`config.mk`:
```
export PLATFORM = sky130hd
export DESIGN_NAME = clkdiv_sched
export DESIGN_NICKNAME = d
export VERILOG_FILES = /design/src/rtl/clkdiv_sched.sv
export SDC_FILE = /design/constraint.sdc
export NUM_CORES = 1
export LEC_CHECK = 0
export ABC_CLOCK_PERIOD_IN_PS = 3700
export BUFFER_PORTS_ARGS = -buffer_cell sky130_fd_sc_hd__buf_2
export CORE_MARGIN = 5
export CORE_UTILIZATION = 54
export CTS_CLUSTER_SIZE = 40
export DETAILED_ROUTE_END_ITERATION = 8
export MAX_ROUTING_LAYER = met4
export PLACE_DENSITY = 0.88
export SYNTH_ARGS = -nofsm -noshare
export SYNTH_HDL_FRONTEND = slang
export SYNTH_SLANG_ARGS = --single-unit
```
`constraint.sdc`:
```
create_clock -name clk -period 3.7 [get_ports clk]
set_clock_uncertainty 0.2 [all_clocks]
set_input_delay 0.185 -clock clk [delete_from_list [all_inputs] [get_ports clk]]
set_output_delay 0.185 -clock clk [all_outputs]
set_load 0.1 [all_outputs]
```
`src/rtl/clkdiv_sched.sv`:
```
// clkdiv_sched: arbitrates NREQ requesters onto one shared clock divider and only ever
// hands it over between whole periods. Define CLKDIV_SCHED_PRIO_EN to give requester 0 fixed priority.
module clkdiv_sched #(
    parameter int WIDTH = 8,
    parameter int NREQ  = 4,
    parameter int PER_W = 4
) (
    input  logic                  clk,
    input  logic                  rst,
    input  logic [NREQ-1:0]       req,
    input  logic [NREQ*WIDTH-1:0] req_div,
    input  logic [NREQ*PER_W-1:0] req_per,
    output logic [NREQ-1:0]       gnt,
    output logic [WIDTH-1:0]      div_out,
    output logic                  div_valid,
    output logic                  period_end,
    output logic [NREQ-1:0]       done,
    output logic                  err,
    output logic                  busy,
    output logic [1:0]            dbg_state
);
    // Handshake: a requester holds req high until it sees its done pulse; gnt is
    // one-hot while the divider is owned, and done/err are single-cycle pulses.

    localparam int IDX_W = $clog2(NREQ);

    typedef enum logic [1:0] {IDLE, ARB, RUN, RELEASE} state_t;

    state_t            state_q;
    logic [IDX_W-1:0]  last_q;
    logic [IDX_W-1:0]  idx_q;
    logic [WIDTH-1:0]  div_l_q;
    logic [PER_W-1:0]  rem_q;
    logic [WIDTH-1:0]  cnt_q;
    logic              drop_q;
    logic [NREQ-1:0]   gnt_q;
    logic [WIDTH-1:0]  div_out_q;
    logic              div_valid_q;
    logic [NREQ-1:0]   done_q;
    logic              err_q;
    logic              busy_q;

    logic [WIDTH-1:0]  div_arr [NREQ];
    logic [PER_W-1:0]  per_arr [NREQ];

    for (genvar g = 0; g < NREQ; g++) begin : g_unpack
        assign div_arr[g] = req_div[g*WIDTH +: WIDTH];
        assign per_arr[g] = req_per[g*PER_W +: PER_W];
    end

    logic              pick_found;
    logic [IDX_W-1:0]  pick_idx;
    logic [IDX_W-1:0]  cand;
    logic [WIDTH-1:0]  pick_div;
    logic [PER_W-1:0]  pick_per;

    // Rotating search starting one past the last served (or rejected) requester.
    always_comb begin
        pick_found = 1'b0;
        pick_idx   = '0;
        cand       = last_q;
`ifdef CLKDIV_SCHED_PRIO_EN
        if (req[0]) begin
            pick_found = 1'b1;
        end
`endif
        for (int k = 0; k < NREQ; k++) begin
            cand = (cand == IDX_W'(NREQ - 1)) ? '0 : cand + IDX_W'(1);
`ifdef CLKDIV_SCHED_PRIO_EN
            if (!pick_found && cand != '0 && req[cand]) begin
`else
            if (!pick_found && req[cand]) begin
`endif
                pick_found = 1'b1;
                pick_idx   = cand;
            end
        end
    end

    assign pick_div = div_arr[pick_idx];
    assign pick_per = per_arr[pick_idx];

    always_ff @(posedge clk or posedge rst) begin
        if (rst) begin
            state_q     <= IDLE;
            last_q      <= IDX_W'(NREQ - 1);
            idx_q       <= '0;
            div_l_q     <= '0;
            rem_q       <= '0;
            cnt_q       <= '0;
            drop_q      <= 1'b0;
            gnt_q       <= '0;
            div_out_q   <= '0;
            div_valid_q <= 1'b0;
            done_q      <= '0;
            err_q       <= 1'b0;
            busy_q      <= 1'b0;
        end else begin
            done_q <= '0;
            err_q  <= 1'b0;
            case (state_q)
                IDLE: begin
                    cnt_q <= '0;
                    if (|req) begin
                        state_q <= ARB;
                        busy_q  <= 1'b1;
                    end
                end
                ARB: begin
                    cnt_q  <= '0;
                    drop_q <= 1'b0;
                    if (!pick_found) begin
                        state_q <= IDLE;
                        busy_q  <= 1'b0;
                    end else if (pick_div < WIDTH'(2)) begin
                        err_q   <= 1'b1;
                        last_q  <= pick_idx;
                        state_q <= IDLE;
                        busy_q  <= 1'b0;
                    end else begin
                        idx_q       <= pick_idx;
                        div_l_q     <= pick_div;
                        rem_q       <= (pick_per == '0) ? PER_W'(1) : pick_per;
                        gnt_q       <= NREQ'(1) << pick_idx;
                        div_out_q   <= pick_div;
                        div_valid_q <= 1'b1;
                        state_q     <= RUN;
                    end
                end
                RUN: begin
                    // A dropped request is remembered so the current period still completes.
                    if (!req[idx_q]) begin
                        drop_q <= 1'b1;
                    end
                    if (period_end) begin
                        cnt_q <= '0;
                        if (rem_q == PER_W'(1) || drop_q || !req[idx_q]) begin
                            state_q     <= RELEASE;
                            gnt_q       <= '0;
                            div_out_q   <= '0;
                            div_valid_q <= 1'b0;
                            done_q      <= NREQ'(1) << idx_q;
                        end else begin
                            rem_q <= rem_q - PER_W'(1);
                        end
                    end else begin
                        cnt_q <= cnt_q + WIDTH'(1);
                    end
                end
                RELEASE: begin
                    last_q  <= idx_q;
                    state_q <= IDLE;
                    busy_q  <= 1'b0;
                end
                default: begin
                    state_q <= IDLE;
                    busy_q  <= 1'b0;
                end
            endcase
        end
    end

    assign period_end = (state_q == RUN) && (cnt_q == div_l_q - WIDTH'(1));
    assign gnt        = gnt_q;
    assign div_out    = div_out_q;
    assign div_valid  = div_valid_q;
    assign done       = done_q;
    assign err        = err_q;
    assign busy       = busy_q;
    assign dbg_state  = state_q;

endmodule

```
==> results.py <==
metrics = {
    "global_routing": {
        "grt_antenna_before_repair": 0,
        "first_global_vias": 2792,
        "grt-ovfl-total": 0,
        "grt_max_degree": 47,
        "grt_use_total_pct": 23.1,
        "grt_pass1_wl_um": 13600,
    },
    "pwr": {
        "seq_power_share_pct": 25.6,
        "clkPwrFrac_pct": 8.8,
        "p_leak_nw": 1.70,
        "ir_drop_v": 0.000916,
        "powerDensity_nw_per_um2": 976,
        "swShare_pct": 54.3,
        "internal-power_mw": 1.64,
        "switchingPower_mw": 1.95,
        "comb_power_share_pct": 65.6,
        "power.total_mw": 3.59,
    },
    "yosys": {
        "synth-async-reset-ratio_pct": 100,
        "muxShareOfSynthArea_pct": 11.2,
        "yosys.area_share.adder_pct": 1.95,
        "ys_ff_latch": 46,
        "synth_edf_count": 0,
        "yosys_warnings": 0,
        "yosys.area.top_type_share_pct": 34.3,
        "post-synth-top-count-cell": "dfrtp_1",
        "syn_inst": 329,
        "syn_avg_cell_area_um2": 9.75,
        "syn-num-nets": 388,
        "synth_compound_area_share_pct": 19.2,
        "syn_area_um2": 3210,
        "synth_top_cell_by_area": "dfrtp_1",
        "synth-simple-area-share_pct": 22.8,
        "yosys-top-cells-count": "44 x dfrtp_1, 27 x mux2i_1, 26 x nand2_1, 21 x nor3_1, 20 x nor2_1",
        "ys_seq_area_share_pct": 35.9,
        "ys.flop_type": "dfrtp_1",
        "synth_xor_area_share_pct": 3.27,
        "synthDistinctLibCells": 68,
        "synth_top_family_by_area": "simple AND/OR/NAND/NOR gates",
        "synth_area_leaders": "dfrtp_1 34%, mux2i_1 8.4%, a22o_1 5.2%",
    },
    "placement": {
        "hpwl_um": 6450,
        "gp_congestion": 0.905,
        "dpl_cell_area_um2": 3560,
        "io_buffers": 75,
        "dp.cells": 463,
    },
    "final_layout": {
        "syn_to_final_growth_pct": 14.5,
        "stdcell_area_um2": 3670,
        "final_cells": 472,
        "num-nets-final": 455,
        "num_antenna_cells": 0,
        "fill_cells": 477,
        "drive_gt1_share_pct": 29.2,
    },
    "cts": {
        "cts_tree": "done",
        "postCtsSetupBuffers": 0,
        "root_buffer": "clkbuf_8",
        "clkTransAtPathRegs_ns": 0.09,
        "cts_buffer_depth": 2,
        "insertion_delay_ns": 0.31,
        "cts_made_buffers": 5,
        "cts_sinks": 46,
        "h-tree-depth": 2,
    },
    "routing": {
        "dr.first_iter.drc_count": 154,
        "wl_per_cell_um": 17.5,
        "drt-pass1-iter-count": 5,
        "drt_wl_total_um": 8270,
        "drc": 0,
        "ant_nets": 0,
        "dr_total_vias": 2934,
        "drt-vias-per-instance": 6.22,
    },
    "sta": {
        "max-slew-margin-rel_pct": 31.7,
        "slew_viol_final": 0,
        "layout_min_cycle_time_ns": 3.49,
        "worst_pin_slew_ns": 1.02,
        "finalHoldViolCount": 0,
        "rsz0062_at_grt": "false",
        "clock.fmax_mhz": 287,
        "tns_ns": 0,
        "period_share_pct": 94.2,
        "finalSetupViolCount": 0,
        "hold_ws_ns": 0.159,
    },
    "floorplan": {
        "fp.dieW_um": 87.1,
        "die_area_um2": 7580,
        "rows": 28,
        "core_um2": 5850,
        "ios": 76,
        "die_height_um": 87.1,
        "start_util_pct": 54.9,
    },
    "worst_setup_path": {
        "end_kind": "flip-flop",
        "path_max_fanout": 17,
        "worstSetupPathType": "flip-flop to flip-flop",
        "arrival_ns": 3.48,
        "startpoint_type": "flip-flop",
        "required_ns": 3.69,
    },
    "run": {
        "maxCapViolCount": 0,
    },
    "outcome": {
        "status": "finished clean",
    },
    "min_path": {
        "hp-class": "input pin to flip-flop",
    },
}
## state kept, by name, indices dropped and copies added (netlist names), named ones only
name,cells
dbg_state,1
div_valid,1
drop_q,1
cnt_q,8
err,1
rem_q,4
div_l_q,8
last_q,2
done,4
busy,1
idx_q,2
div_out,8
gnt,4
## worst paths after layout
path                             start         end  slack [ns]  depth (start not counted)
setup / recovery             last_q[0]    idx_q[0]        0.21                          8
hold / removal             req_per[13]    rem_q[1]        0.16                          4
setup reg to reg             last_q[0]    idx_q[0]        0.21                          8
hold reg to reg                 drop_q      drop_q        0.31                          2
max in group asynchronous          rst  div_l_q[0]        2.56                          4
min in group asynchronous          rst         err        0.35                          4
## metrics by stage
step	util (%)	setup WS, ns
6_report	62.8	0.213
2_1_floorplan	-	0.340
3_3_place_gp	60.9	0.317
5_1_grt	62.8	0.0292
3_5_place_dp	60.9	0.190
4_1_cts	62.6	0.155
## final cells by class
cell class / instances / area (um2) / share of cell area, %
Tap cell: 75 / 93.8 / 2.55
Clock buffer: 5 / 68.8 / 1.87
Clock inverter: 3 / 21.3 / 0.579
Sequential cell: 46 / 1150 / 31.4
Inverter: 11 / 41.3 / 1.12
Timing Repair Buffer: 79 / 408 / 11.1
Multi-Input combinational cell: 253 / 1890 / 51.4
## per-layer routing
layer  wire length, um  GRT usage [%]  part of all wire [%]  vias to the layer above
li1                  -              -                     -                     1373
met1              3500           30.8                    42                     1427
met2              4130           36.9                    50                      121
met3               537           2.93                   6.5                       13
met4                99           7.11                   1.2                        0
met5                 0              -                     0                        -
## cell usage in the layout, fill, tap and decap left out, types with 3 or more instances in the layout
master,instances
clkbuf_8,5
nand2_1,26
nor3_1,20
or4_1,4
ha_1,5
o22ai_1,3
dfrtp_1,44
or2b_2,3
buf_4,3
xnor2_1,3
inv_1,10
a21o_1,3
buf_2,75
mux2i_1,27
nand3_1,13
nor2_1,20
o21ai_0,7
a22o_1,19
and3_1,3
a221oi_2,3
nand4_1,6
a21oi_1,7
xor2_1,9
nor4_1,7
nor2b_1,3
o211ai_1,8
mux2_2,5
## power by group through the flow
stage | sequential, mW | clock [mW] | combinational (mW)
2_1_floorplan | 1.41 | 0 | 1.46
3_3_place_gp | 0.916 | 0 | 2.26
3_5_place_dp | 0.921 | 0 | 2.32
4_1_cts | 0.916 | 0.319 | 2.33
5_1_grt | 0.946 | 0.341 | 2.52
6_report | 0.918 | 0.315 | 2.35
## worst max-delay path, cell delays in order, from the launching register on
cell and delay (ns):
dfstp_2 0.72, ha_1 0.43, or3b_1 0.17, a221o_1 0.15
or2b_2 0.37, nor3_1 0.43, nor4_4 0.15, nor2_4 0.39
mux2_1 0.37
## what timing repair did
item                                    4_1_cts  5_1_grt
endpoints found under the setup margin        0       12
gates resized for setup                       0        2
endpoints found under the hold margin        44        0
hold buffers                                  1        0
## cell families after synthesis
| logic type | after synthesis |
|---|---|
| mux | 34 |
| fa+ha+maj | 5 |
| xor+xnor | 12 |
| simple gates | 128 |
| flops | 46 |
| buf+inv | 30 |
| compound gates | 74 |
Power figures use the tool's default switching activity.
